File: config.mk
export PLATFORM = sky130hd
export DESIGN_NAME = dup_range_param
export DESIGN_NICKNAME = d
export VERILOG_FILES = /design/src/rtl/dup_range_param.sv
export SDC_FILE = /design/constraint.sdc
export NUM_CORES = 1
export LEC_CHECK = 0
export ABC_AREA = 1
export BUFFER_PORTS_ARGS = -buffer_cell sky130_fd_sc_hd__buf_2
export CAP_MARGIN = 20
export CORE_MARGIN = 1
export CORE_UTILIZATION = 52
export DETAILED_ROUTE_END_ITERATION = 10
export HOLD_SLACK_MARGIN = 0.08
export PLACE_DENSITY = 0.73
export SYNTH_ARGS = -nofsm -noshare
export SYNTH_HDL_FRONTEND = slang
export SYNTH_SLANG_ARGS = --single-unit
File: constraint.sdc
create_clock -name _clock -period 3.2 [get_ports _clock]
set_clock_uncertainty 0.05 [all_clocks]
set_input_delay 0.64 -clock _clock [delete_from_list [all_inputs] [get_ports _clock]]
set_output_delay 0.64 -clock _clock [all_outputs]
set_load 0.05 [all_outputs]
File: src/rtl/dup_range_param.sv
// Range generator: emits each value of the half-open range (base, limit, step) DUP times
// on a ready/valid stream, tagging each beat with its repetition index.
module dup_range_param #(
  parameter int WIDTH = 32,
  parameter int DUP   = 2,
  parameter int RW    = (DUP > 1) ? $clog2(DUP) : 1
) (
  input  logic                    _clock,
  input  logic                    _reset_n,
  input  logic                    _start,
  input  logic signed [WIDTH-1:0] base,
  input  logic signed [WIDTH-1:0] limit,
  input  logic signed [WIDTH-1:0] step,
  input  logic                    _ready,
  output logic                    _valid,
  output logic                    _done,
  output logic signed [WIDTH-1:0] _0,
  output logic        [RW-1:0]    _1
);

  localparam logic [1:0] S_IDLE  = 2'd0;
  localparam logic [1:0] S_CHECK = 2'd1;
  localparam logic [1:0] S_EMIT  = 2'd2;

  localparam logic [RW-1:0] REP_LAST = RW'(DUP - 1);

  logic [1:0]              state_q, state_d;
  logic signed [WIDTH-1:0] i_q, i_d;
  logic signed [WIDTH-1:0] lim_q, lim_d;
  logic signed [WIDTH-1:0] stp_q, stp_d;
  logic [RW-1:0]           rep_q, rep_d;
  logic                    valid_q, valid_d;
  logic                    done_q, done_d;
  logic signed [WIDTH-1:0] val_q, val_d;
  logic [RW-1:0]           idx_q, idx_d;

  logic             gate;
  logic             in_range;
  logic [WIDTH:0]   nxt;
  logic             ovf;

  assign gate = _ready || !valid_q;

  // Sign-bit tests avoid mixed-width comparisons against integer zero.
  assign in_range = (!stp_q[WIDTH-1] && (stp_q != '0) && (i_q < lim_q)) ||
                    ( stp_q[WIDTH-1] && (i_q > lim_q));

  assign nxt = {i_q[WIDTH-1], i_q} + {stp_q[WIDTH-1], stp_q};
  assign ovf = nxt[WIDTH] ^ nxt[WIDTH-1];

  always_comb begin
    state_d = state_q;
    i_d     = i_q;
    lim_d   = lim_q;
    stp_d   = stp_q;
    rep_d   = rep_q;
    valid_d = valid_q;
    done_d  = 1'b0;
    val_d   = val_q;
    idx_d   = idx_q;

    if (_ready) begin
      valid_d = 1'b0;
    end

    if (_start) begin
      i_d     = base;
      lim_d   = limit;
      stp_d   = step;
      rep_d   = '0;
      state_d = S_CHECK;
    end else if (gate) begin
      case (state_q)
        S_IDLE: begin
          done_d = 1'b1;
        end
        S_CHECK: begin
          if (in_range) begin
            state_d = S_EMIT;
            rep_d   = '0;
          end else begin
            state_d = S_IDLE;
          end
        end
        S_EMIT: begin
          val_d   = i_q;
          idx_d   = rep_q;
          valid_d = 1'b1;
          if (rep_q == REP_LAST) begin
            if (ovf) begin
              state_d = S_IDLE;
            end else begin
              i_d     = nxt[WIDTH-1:0];
              state_d = S_CHECK;
            end
          end else begin
            rep_d = rep_q + RW'(1);
          end
        end
        default: begin
          state_d = S_IDLE;
        end
      endcase
    end
  end

  always_ff @(posedge _clock) begin
    if (!_reset_n) begin
      state_q <= S_IDLE;
      i_q     <= '0;
      lim_q   <= '0;
      stp_q   <= '0;
      rep_q   <= '0;
      valid_q <= 1'b0;
      done_q  <= 1'b0;
      val_q   <= '0;
      idx_q   <= '0;
    end else begin
      state_q <= state_d;
      i_q     <= i_d;
      lim_q   <= lim_d;
      stp_q   <= stp_d;
      rep_q   <= rep_d;
      valid_q <= valid_d;
      done_q  <= done_d;
      val_q   <= val_d;
      idx_q   <= idx_d;
    end
  end

  assign _valid = valid_q;
  assign _done  = done_q;
  assign _0     = val_q;
  assign _1     = idx_q;

endmodule

* Word level (Yosys, flattened, before mapping)
Cells that the tools add are included.
** Word-level totals
- Bits in registers :: 134
- Bits in latches :: 0
- Bits in writable memories :: 0
- Bits in read-only memories :: 0
- Output and inout port bits :: 35
- Word-level logic and storage cells :: 65
- Memories kept :: 0
** Cells by class
- Add/subtract/negate cells :: 2
- Multiply operators :: 0
- Divide/modulo/power cells :: 0
- $lt $le $gt $ge :: 2
- Equality and inequality tests :: 7
- Shifts and indexed selects :: 0
- Muxes and demuxes :: 19
- Bitwise logic cells :: 5
- Reductions and logical operators :: 20
** Operators by type and width (count)
- $mux 32 :: 5
- $add 32x32->33 :: 1
- $gt 32x32->1 :: 1
- $lt 32x32->1 :: 1
- $reduce_bool 32->1 :: 1
- $reduce_and 3->1 :: 4
- $mux 1 :: 10
- $ne 2x2->1 const B :: 4
- $reduce_bool 2->1 :: 4
- $pmux 2 s3 :: 1
- $mux 2 :: 2
- $not 1->1 :: 4
- $reduce_and 4->1 :: 1
- $logic_and 1x1->1 :: 3
- $ne 3x3->1 const B :: 1
- $reduce_or 3->1 :: 1
- $eq 2x1->1 const B :: 1
- $eq 2x2->1 const B :: 1
- $logic_not 1->1 :: 2
- $logic_not 2->1 :: 1
- $logic_or 1x1->1 :: 2
- $pmux 1 s2 :: 1
- $reduce_or 2->1 :: 1
- $add 1x1->1 const B :: 1
- $xor 1x1->1 :: 1

* Longest topological paths before layout
- Word-level depth :: 8
- Mapped depth :: 20

* Worst setup path before layout
No wires, ideal clock.
- Path type :: reg-to-reg
- Start point :: reg i_q[0]
- End point :: reg i_q[18]
- Setup time :: 0.132 ns
- Arrival time :: 2.099 ns
- Required time :: 3.018 ns
- Slack :: 0.919 ns
- Stages on the path, launching flop included :: 17
- Cells stage by stage :: dfxtp_1 > ha_1 > inv_1 > fa_1 > o21ai_2 > nand2_1 > nand2_1 > nand2_1 > nand2_2 > nand2_1 > nand3_1 > nand2_1 > nand4_4 > nand2_4 > buf_6 > nand2_1 > a21oi_1
** On the way
- Word-level cells in the longest chain between the ends :: 6
- Elaborated cells on any way between the ends :: 9
** RTL lines
- start, declared :: RTL line 28 : logic signed [WIDTH-1:0] i_q, i_d;
- start signal, assigned :: RTL line 120 : i_q <= i_d;
- $add 32x32->33 * :: RTL line 48 : assign nxt = {i_q[WIDTH-1], i_q} + {stp_q[WIDTH-1], stp_q};
- $mux 32 :: RTL line 90 : if (ovf) begin
- $mux 32 :: RTL line 89 : if (rep_q == REP_LAST) begin
- $mux 32 :: RTL line 73 : case (state_q)
- $mux 32 :: RTL line 72 : end else if (gate) begin
- $mux 32 :: RTL line 66 : if (_start) begin
Mark *: on every way between the ends. The rest lies on a longest branch, timed or not. The select of a mux whose other input is x is not followed.
A chain may end at the register's enable or synchronous reset.

* Final worst setup path
- Start point :: reg stp_q[0]
- End point :: reg i_q[5]
** On the way
- Word-level cells in the longest chain between the ends :: 6
- Elaborated cells on any way between the ends :: 9
** RTL lines
- start, declared :: RTL line 30 : logic signed [WIDTH-1:0] stp_q, stp_d;
- start signal, assigned :: RTL line 122 : stp_q <= stp_d;
- $add 32x32->33 * :: RTL line 48
- $mux 32 :: RTL line 90
- $mux 32 :: RTL line 89
- $mux 32 :: RTL line 73
- $mux 32 :: RTL line 72
- $mux 32 :: RTL line 66
Marked as above.

==> results by group <==
Clock network
  • CTS Buf Count: 17
  • H-tree Lvls: 4
  • Post-CTS Setup Inserts: 0
  • Sink Count: between 100 and 150
  • CTS Root Cell: clkbuf_16
  • Post-CTS Resized: 0
  • Worst skew pair latency: about 0.42 ns
  • TritonCTS clock tree: built
  • CTS Hold Bufs: 0
  • Clock Pin Slew Worst Setup and Hold Paths: ~0.06 ns
  • CTS Buffer Depth: 2

Setup path
  • Worst EP arrival: between 3 and 4 ns
  • Worst path required time: about 3.5 ns
  • CP Capture Type: flip-flop
  • CP startpoint kind: flip-flop
  • Worst setup path class: flip-flop to flip-flop
  • CP Max Fanout: 32

Cells and area
  • Diode count: 0
  • Final core utilization: a little over three fifths
  • Fillers: 1447
  • Area Growth Syn to Fin: 17.32%
  • Footprint of the multi-input gates: ~4700 um2
  • Commonest non-fill, non-tap cell in the layout: nand2_1
  • Commonest cells after routing, fill and taps aside: nand2_1 (227), nor2_1 (188), dfxtp_1 (134), o21ai_0 (134), buf_2 (134)
  • Layout cell share with drive strength beyond 1: between 10% and 20%
  • Nets@finish: 1490
  • Register area: between 2000 and 3000 um2

Run status
  • Failing checks: DRC
  • Status: finished with violations

Synthesis
  • Distinct cells, synth: 41
  • Synth Area in Compound Gates: 19.07%
  • Asr flop ratio synth: 0%
  • Mapped Avg Cell Area: 6.669 um2
  • Xor/xnor cell area share of the yosys netlist: 0.7610%
  • Main synth FF type: dfxtp_1
  • Number of synthesis warnings: 0
  • Post-Syn Area: about 8000 um2
  • EDFF count, synth: 0
  • Seq/Total Area, Yosys: around a third
  • Synthesized Nets: ~1400
  • Synth Area in Adders: between 10% and 20%
  • Main combinational cell family by area after synthesis: simple AND/OR/NAND/NOR gates
  • Simple-gate share of the synthesized area: ~28%
  • Synthesized flop and latch total: 134
  • Mux contribution to synthesized area: 0%
  • Cells after synthesis: roughly 1200

Pwr
  • Part of the power in registers: about two fifths
  • Maximum VDD drop: around 0.38 mV
  • Cell-internal power: ~3.3 mW
  • Power Dens Cells: a little under 500 nW/um2
  • Switching power: 1.380 mW
  • Clock power share: 41.9%
  • Sw frac: just under 30%
  • Combinational Power Share: 18.1%
  • Static Leak: 4.632 nW

Placement
  • DP HPWL: between 15000 and 20000 um
  • Final GP Congestion: slightly above 0.9
  • Port bufs: about 130

Floorplan
  • Core area: 15150 um2
  • Initial Util: 53.19%
  • Chip Height: approximately 130 um
  • Die W: 126.5 um
  • Ports: roughly 140
  • Number of core rows: 45
  • DIE AREA: 15990 um2

Route
  • Routed WL: around 24000 um
  • Vias per cell: ~5.4
  • Initial DRC count: 609
  • Drt wl/cell: 15.46 um
  • First-pass iteration count of the detailed router: 8
  • Routed Antenna Nets: 0
  • Vias: about 8300
  • Remaining routing DRC violations: 2

Global routing
  • Grt ovf: 0
  • Initial antenna violation count: 0
  • First-pass GRT wire length: between 30000 and 40000 um
  • Number of global-route vias before repair: roughly 7600
  • Total Routing Usage GR: a little under a third
  • Largest net degree at the start of global routing: a little under 100

STA
  • Final cycle utilization of the critical path: approximately nine tenths
  • Total negative slack: 0 ns
  • Fmax: approximately 0.34 GHz
  • Final worst path period need: ~2.9 ns
  • Final Setup Violations: 0
  • Measured slew at the worst slew-check pin: slightly above 0.8 ns
  • Final Hold Vio Count: 0
  • Max-slew headroom: a little under half
  • Fin. max-slew vios: 0
  • RSZ-0062 raised after global routing: no

Min path
  • Min-delay worst type: input pin to flip-flop

Run
  • Maxcap violations: 0
[cell families (layout without fill, tap and decap cells)]
logic type      after synthesis  count (layout)
compound gates              297             297
xor+xnor                      7               7
fa+ha+maj                    68              68
flops                       134             134
buf+inv                     162             288
simple gates                540             540
[cells in the mapped netlist (4+ instances only)]
cell type	number	area share, %
xor2_1	4	0.43
nor2_1	189	8.8
a21o_1	4	0.37
nand4_1	16	1.2
a21oi_1	132	8.2
dfxtp_1	134	33
o21ai_1	13	0.81
nand2_1	227	11
nor3_1	6	0.37
clkbuf_1	42	2.0
nor4_1	11	0.85
ha_1	67	10
nand3_1	71	4.4
o21ai_0	134	8.3
a21oi_2	4	0.43
inv_1	106	4.9
or2_2	7	0.54
[final cells by class]
class                   instances  share of cell area [%]
well taps                     188                   2.489
multi-input cells             912                   50.05
repair buffers                147                   8.525
inverters                     110                   4.395
clock buffers                  20                   4.832
clock inverters                11                   1.324
flip-flops and latches        134                   28.38
[sequential cells by signal, indices dropped and copies added, names as in the netlist]
name and cells:
lim_q 32, _1 1, state_q 2, stp_q 32, _done 1, i_q 32
_valid 1, _0 32, rep_q 1
[path summary, 6_finish.rpt]
check / from / depth (start not counted) / slack, ns / end
min reg2reg: lim_q[1] / 2 / 0.41 / lim_q[1]
min: step[12] / 3 / 0.38 / stp_q[12]
max reg2reg: stp_q[0] / 14 / 0.28 / i_q[5]
max: stp_q[0] / 14 / 0.28 / i_q[5]
[power by group through the flow]
stage | registers, mW | logic [mW] | clock network [mW]
after floorplan | 1.90 | 0.556 | 0
after global placement | 1.89 | 0.820 | 0
after detailed placement | 1.89 | 0.826 | 0
after CTS | 1.85 | 0.833 | 1.96
after global routing | 1.87 | 0.957 | 2.04
final | 1.86 | 0.839 | 1.94
[layer usage]
| layer | routed length (um) | GRT usage (%) | up-vias | part of all wire [%] |
|---|---|---|---|---|
| met3 | 1641 | 3.965 | 48 | 7.0 |
| met1 | 11180 | 44.37 | 3671 | 48 |
| li1 | - | - | 4254 | - |
| met2 | 10080 | 46.25 | 314 | 43 |
| met4 | 629 | 11.55 | 0 | 2.7 |
| met5 | 0 | 0 | - | 0 |
[critical path, stage by stage (launching register included)]
cell and delay (ns):
dfxtp_1 0.38, ha_1 0.20, inv_1 0.06, fa_1 0.44
o21ai_2 0.28, nand2_1 0.08, nand2_1 0.15, nand2_1 0.08
nand2_2 0.13, a21oi_2 0.09, nand2_2 0.08, nand4_4 0.20
nand2_4 0.35, nand2_1 0.10, a21oi_1 0.15
[per-stage QoR]
| step | setup slack [ns] | hold WS [ns] | cells | power, mW | instance area, um2 |
|---|---|---|---|---|---|
| after floorplan | 0.9186 | 0.3867 | 1208 | 2.455 | 8056 |
| after detailed placement | 0.3443 | 0.4040 | 1491 | 2.716 | 8870 |
| after global placement | 0.3922 | 0.3965 | 1491 | 2.707 | 8870 |
| after global routing | 0.09765 | 0.3914 | 1522 | 4.868 | 9452 |
| after CTS | 0.3171 | 0.3748 | 1522 | 4.651 | 9452 |
| final | 0.2843 | 0.3844 | 1522 | 4.638 | 9452 |
Power figures use the tool's default switching activity.
